<file path="config.mk">
export PLATFORM = sky130hd
export DESIGN_NAME = unsigned_div
export DESIGN_NICKNAME = d
export VERILOG_FILES = /design/src/rtl/unsigned_div.sv
export SDC_FILE = /design/constraint.sdc
export NUM_CORES = 1
export LEC_CHECK = 0
export CAP_MARGIN = 20
export CORE_ASPECT_RATIO = 1.2
export CORE_MARGIN = 1
export CORE_UTILIZATION = 55
export DETAILED_ROUTE_END_ITERATION = 12
export MAX_ROUTING_LAYER = met4
export PLACE_DENSITY = 0.81
export SLEW_MARGIN = 10
export SYNTH_ARGS = -nofsm -noshare
export SYNTH_HDL_FRONTEND = slang
export SYNTH_SLANG_ARGS = --single-unit
</file>
<file path="constraint.sdc">
create_clock -name clk -period 4.4 [get_ports clk]
set_input_delay 0.88 -clock clk [delete_from_list [all_inputs] [get_ports clk]]
set_output_delay 0.88 -clock clk [all_outputs]
set_load 0.01 [all_outputs]
</file>
<file path="src/rtl/unsigned_div.sv">
// Iterative radix-2 restoring divider: one quotient bit per clock, 32 RUN cycles per divide.
// Divide-by-zero bypasses the iterations and returns all-ones quotient with the dividend as remainder.
module unsigned_div #(
    parameter int WIDTH = 32
) (
    input  logic             clk,
    input  logic             rst,
    input  logic             start_i,
    input  logic [WIDTH-1:0] a_i,
    input  logic [WIDTH-1:0] b_i,
    output logic             busy_o,
    output logic             done_o,
    output logic [WIDTH-1:0] quot_o,
    output logic [WIDTH-1:0] rem_o
);
    localparam int CW = $clog2(WIDTH);

    typedef enum logic [1:0] {S_IDLE, S_RUN, S_DONE} state_t;

    state_t           r_state;
    state_t           w_next;
    logic [CW-1:0]    r_cnt;
    logic [WIDTH-1:0] r_rem;
    logic [WIDTH-1:0] r_dvd;
    logic [WIDTH-1:0] r_div;
    logic [WIDTH-1:0] r_quot;
    logic [WIDTH-1:0] r_remo;

    logic             w_accept;
    logic [WIDTH:0]   w_shift;
    logic [WIDTH:0]   w_diff;
    logic             w_qbit;
    logic [WIDTH-1:0] w_rem_nxt;
    logic [WIDTH-1:0] w_dvd_nxt;

    assign w_accept = start_i && ((r_state == S_IDLE) || (r_state == S_DONE));

    // One restoring step: the partial remainder stays below the divisor, so WIDTH+1 bits suffice.
    assign w_shift   = {r_rem, r_dvd[WIDTH-1]};
    assign w_diff    = w_shift - {1'b0, r_div};
    assign w_qbit    = ~w_diff[WIDTH];
    assign w_rem_nxt = w_qbit ? w_diff[WIDTH-1:0] : w_shift[WIDTH-1:0];
    assign w_dvd_nxt = {r_dvd[WIDTH-2:0], w_qbit};

    always_ff @(posedge clk) begin
        if (rst) begin
            r_state <= S_IDLE;
        end else begin
            r_state <= w_next;
        end
    end

    always_comb begin
        w_next = r_state;
        case (r_state)
            S_IDLE, S_DONE: begin
                if (start_i) begin
                    w_next = (b_i == '0) ? S_DONE : S_RUN;
                end else begin
                    w_next = S_IDLE;
                end
            end
            S_RUN: begin
                if (r_cnt == '0) begin
                    w_next = S_DONE;
                end
            end
            default: w_next = S_IDLE;
        endcase
    end

    always_comb begin
        busy_o = (r_state == S_RUN);
        done_o = (r_state == S_DONE);
    end

    // Shifted dividend register accumulates the quotient; result registers load only when entering DONE.
    always_ff @(posedge clk) begin
        if (rst) begin
            r_cnt  <= '0;
            r_rem  <= '0;
            r_dvd  <= '0;
            r_div  <= '0;
            r_quot <= '0;
            r_remo <= '0;
        end else if (w_accept) begin
            r_dvd <= a_i;
            r_div <= b_i;
            r_rem <= '0;
            r_cnt <= CW'(WIDTH - 1);
            if (b_i == '0) begin
                r_quot <= '1;
                r_remo <= a_i;
            end
        end else if (r_state == S_RUN) begin
            r_rem <= w_rem_nxt;
            r_dvd <= w_dvd_nxt;
            if (r_cnt == '0) begin
                r_quot <= w_dvd_nxt;
                r_remo <= w_rem_nxt;
            end else begin
                r_cnt <= r_cnt - 1'b1;
            end
        end
    end

    assign quot_o = r_quot;
    assign rem_o  = r_remo;

endmodule
</file>
# --- Word-level counts from Yosys, hierarchy flattened ---
# Cells that the tools add are included.
classes:
  n_addsub: 2
  n_mul: 0
  div_mod_pow: 0
  order_cmp: 0
  n_eq_ne: 5
  shift: 0
  mux: 18
  n_bitwise: 1
  reduce_logical: 11
op_table:
  columns: ["op", "count"]
  rows:
  - ["$mux W32", 11]
  - ["$sub A33 B32 Y33", 1]
  - ["$logic_not A32 Y1", 1]
  - ["$mux W5", 3]
  - ["$mux W2", 3]
  - ["$logic_not A5 Y1", 1]
  - ["$sub A5 B1 Y5 const B", 1]
  - ["$ne A2 B1 Y1 const B", 2]
  - ["$pmux W2 S2", 1]
  - ["$reduce_bool A2 Y1", 2]
  - ["$reduce_or A2 Y1", 2]
  - ["$reduce_and A3 Y1", 1]
  - ["$eq A2 B1 Y1 const B", 1]
  - ["$eq A2 B2 Y1 const B", 1]
  - ["$logic_not A2 Y1", 1]
  - ["$ne A2 B2 Y1 const B", 1]
  - ["$reduce_and A2 Y1", 1]
  - ["$logic_and A1 B1 Y1", 1]
  - ["$logic_or A1 B1 Y1", 1]
  - ["$not A1 Y1", 1]
word_totals:
  register_bits: 167
  latch_bits: 0
  ram_bits: 0
  mem_bits_ro: 0
  out_inout_bits: 66
  wordCells: 44
  n_memories: 0

# --- Longest topological paths before layout ---
depth:
  word_depth: 5
  mapped_depth: 14

# --- Worst setup path after synthesis ---
# OpenSTA, ideal clock, no wires.
synth_timing:
  kind: "flip-flop to flip-flop"
  startpoint: "reg r_dvd[31]"
  endpoint: "reg r_remo[1] (netlist: rem_o[1])"
  arrival_ps: 3057
  required_time_ps: 4317
  setup_slack_ps: 1260
  path_stages_with_launch: 14
  n_path_buf: 1
  period_less_slack_ps: 3140
  path_cell_list: "dfxtp_1 inv_1 ha_1 fa_1 nand2b_1 a21oi_2 o21ai_2 a2111oi_4 o21ai_2 or3_4 and3_4 buf_6 or4_1 o221ai_1"
synth_via:
  elab_chain_len: 5
synth_rtl:
  columns: ["element", "line_no", "rtl"]
  rows:
  - ["start, declared", "24", "logic [WIDTH-1:0] r_dvd;"]
  - ["start signal, assigned", "87", "r_dvd <= a_i;"]
  - ["start signal, assigned", "97", "r_dvd <= w_dvd_nxt;"]
  - ["$sub A33 B32 Y33", "40", "assign w_diff = w_shift - {1'b0, r_div};"]
  - ["$mux W32", "42", "assign w_rem_nxt = w_qbit ? w_diff[WIDTH-1:0] : w_shift[WIDTH-1:0];"]
  - ["$mux W32", "98", "if (r_cnt == '0) begin"]
  - ["$mux W32", "95", "end else if (r_state == S_RUN) begin"]
  - ["$mux W32", "86", "end else if (w_accept) begin"]
  - ["end signal, assigned", "93", "r_remo <= a_i;"]
  - ["end signal, assigned", "100", "r_remo <= w_rem_nxt;"]
  - ["end, declared", "27", "logic [WIDTH-1:0] r_remo;"]
# Every way passes these cells. The select of a mux whose other input is x is not followed.
# A chain may end at the register's enable or synchronous reset.

# --- Final worst setup path ---
layout_timing:
  startpoint: "reg r_dvd[31]"
  endpoint: "reg r_remo[5] (netlist: rem_o[5])"
# The elaborated chain is that of the path after synthesis.

==> results by group <==
STA
  – Final min period: 3.75 ns
  – Worst slew pin tran: 0.988 ns
  – Worst Skew: approximately 0.0090 ns
  – Slack of the critical path: around 0.65 ns
  – RSZ-0062 raised after global routing: no
  – Slew headroom: 0.339
  – Period utilization: 0.853
  – Final hold vios: 0
  – Max Freq: around 270 MHz
  – Final setup TNS: 0 ns
  – Final Setup Violations: 0
  – Worst hold slack: ~0.45 ns
  – Final Max Tran Viols: 0

Job
  – Max Cap Viol: 0

CTS
  – Root Driver: clkbuf_16
  – H-tree levels: 4
  – Setup bufs post-CTS: 0
  – CTS Hold Bufs: 0
  – Post-CTS sizing: 0
  – Clk_lat worst skew: about 0.44 ns
  – CTS Buf Count: 17
  – CTS tree: yes
  – Clock tree sinks: between 150 and 200
  – CTS clk-pin slew, worst paths: around 0.070 ns
  – CTS Buffer Depth: 2

Placed design
  – Dpl ws: ~0.74 ns
  – RD Place Congestion: between 0.8 and 0.9
  – Placed inst area: about 10,000 um^2
  – Port-buffer cells: 132
  – Dpl hpwl: around 17 mm

Synthesis
  – Yosys reg bits: 167
  – Register area share after synthesis: 0.382
  – Post-synth EDFFs: 0
  – Synth top area cells: dfxtp_1 (38%), a21oi_1 (7.8%), nand2_1 (5.9%), nor3_1 (5.0%), ha_1 (4.9%)
  – Yosys top cell area share: 0.382
  – Mapped Area: 8760 um^2
  – Ys async rst share: 0
  – Synth area leader: dfxtp_1
  – Synth unique cells: 65
  – Post-Syn Nets: around 1,200
  – Cell count after synthesis: roughly 1,100
  – Avg Cell Area, Syn: ~8.0 um^2
  – Syn. warnings: 0
  – Primary FF master, synth: dfxtp_1

Floorplanning
  – Die Height: ~140 um
  – Core area: ~16,000 um^2
  – FP Rows: 50
  – Die W: around 120 um
  – Die area: 16,400 um^2
  – Initial Util: 0.562
  – Ports: 133

Worst setup path
  – Crit path kind: register to register
  – Critical path launch point type: register
  – Critical Path RT: approximately 4.7 ns
  – Critical Path Sink Type: register
  – Crit path max fanout: 27
  – Worst reg2reg path depth: 13
  – Crit path arrival time: just over 4 ns

Layout
  – Area Overhead vs Synth: 22.6%
  – Layout cell share with drive strength beyond 1: 0.0698
  – Layout Nets: 1,278
  – Diode count: 0
  – Commonest non-fill, non-tap cell in the layout: dfxtp_1
  – Final Cell Area: roughly 11,000 um^2
  – Commonest non-fill, non-tap cells in the layout: dfxtp_1 (167), nand2_1 (137), a21oi_1 (136)

Pwr
  – LEAKAGE: a little over 4 nW
  – Worst vdd ir: 0.000288 V
  – Pwr Density: approximately 440 nW/um^2

GRT
  – Largest net degree at the start of global routing: roughly 150
  – Vias in the first global route: 7,534
  – Grt ovf: 0
  – Antenna violations before repair: 0
  – Global-route wire length before repair: between 30 and 40 mm
  – GRT Util Overall: 0.309

Drt
  – Via Count: slightly above 8,000
  – Drc violations: 0
  – Drt first pass iters: 5
  – Vias per cell: 5.90
  – WL final: about 24 mm
  – Post-route ant nets: 0
  – WL per Instance: around 17 um
  – Initial DRC count: ~790

Status
  – Run status: completed

Hold path
  – Hold path depth: 2
  – Hold WC Path Type: register to register
[final timing paths]
check,slack (ns),from,endpoint
hold / removal,0.45,r_div[3],r_div[3]
setup reg to reg,0.65,r_dvd[31],rem_o[5]
hold reg to reg,0.45,r_div[3],r_div[3]
setup / recovery,0.65,r_dvd[31],rem_o[5]
[critical path: stages, from the launching register on]
cell,delay (ns)
dfxtp_1,0.35
inv_1,0.06
ha_1,0.22
fa_1,0.42
nand2b_1,0.20
a21oi_2,0.19
o21ai_2,0.13
a2111oi_4,0.35
o21ai_2,0.13
o21ai_1,0.27
nand3_2,0.41
buf_12,0.33
mux2i_1,0.17
a2111oi_2,0.42
[sequential cells by signal, indices dropped and copies added (netlist names)]
name     cells
quot_o      32
r_div       32
r_dvd       32
r_rem       32
rem_o       32
r_cnt        5
r_state      2
[synthesized netlist by cell type (3+ instances only)]
library cell	instances
nor2_1	80
inv_1	39
mux2i_1	29
a22oi_1	35
nor4b_1	4
xnor2_1	24
nand2_1	137
o221ai_1	4
o211ai_1	7
dfxtp_1	167
a211oi_1	10
nor3_1	87
a21o_1	11
a31o_2	4
and3_1	6
ha_1	34
nor2b_1	9
or3_1	7
and4_1	3
buf_1	8
a21oi_1	136
nand4_1	6
nand2b_1	11
o21ai_0	48
nor4_1	9
clkbuf_1	66
o22ai_1	3
o21a_1	6
buf_2	4
xor2_1	6
or4_1	3
nand3_1	22
o21ai_2	3
a31oi_1	7
and2_1	4
buf_6	3
a2111oi_2	17
[layer usage]
metal / wire [um] / GRT usage / vias to the layer above
met5: 0 / - / -
met4: 348 / 0.0853 / 0
met3: 1500 / 0.0515 / 32
met2: 10900 / 0.468 / 310
met1: 10700 / 0.421 / 3823
li1: - / - / 4078
[kinds of logic after synthesis]
logic type               Yosys count  share of synthesized area
XOR/XNOR                          30                     0.0300
multiplexers                      29                     0.0331
AO/OA/AOI/OAI                    313                      0.236
flip-flops                       167                      0.382
AND/OR/NAND/NOR                  399                      0.213
adder cells (fa/ha/maj)           35                     0.0509
buffers and inverters            122                     0.0558
[area by class of cell]
cell class | count | area, um^2
timing repair buffer | 144 | 1450
clock inverter | 14 | 163
fill | 1295 | 4840
multi-input combinational | 806 | 4940
sequential | 167 | 3340
inverter | 40 | 150
clock buffer | 18 | 429
tap | 208 | 260
[through the flow]
step / total power, W / utilization / instances
3_5_place_dp: 0.00318 / 0.651 / 1365
5_1_grt: 0.00493 / 0.689 / 1397
6_report: 0.00470 / 0.689 / 1397
3_3_place_gp: 0.00317 / 0.651 / 1365
4_1_cts: 0.00469 / 0.689 / 1397
2_1_floorplan: 0.00278 / - / 1095
[power by group]
| group | leakage, nW | switching, W | internal, W |
|---|---|---|---|
| clock | 0.293 | 0.000663 | 0.000852 |
| sequential | 1.36 | 0.0000854 | 0.00162 |
| combinational | 2.37 | 0.000852 | 0.000624 |
Power figures use the tool's default switching activity.
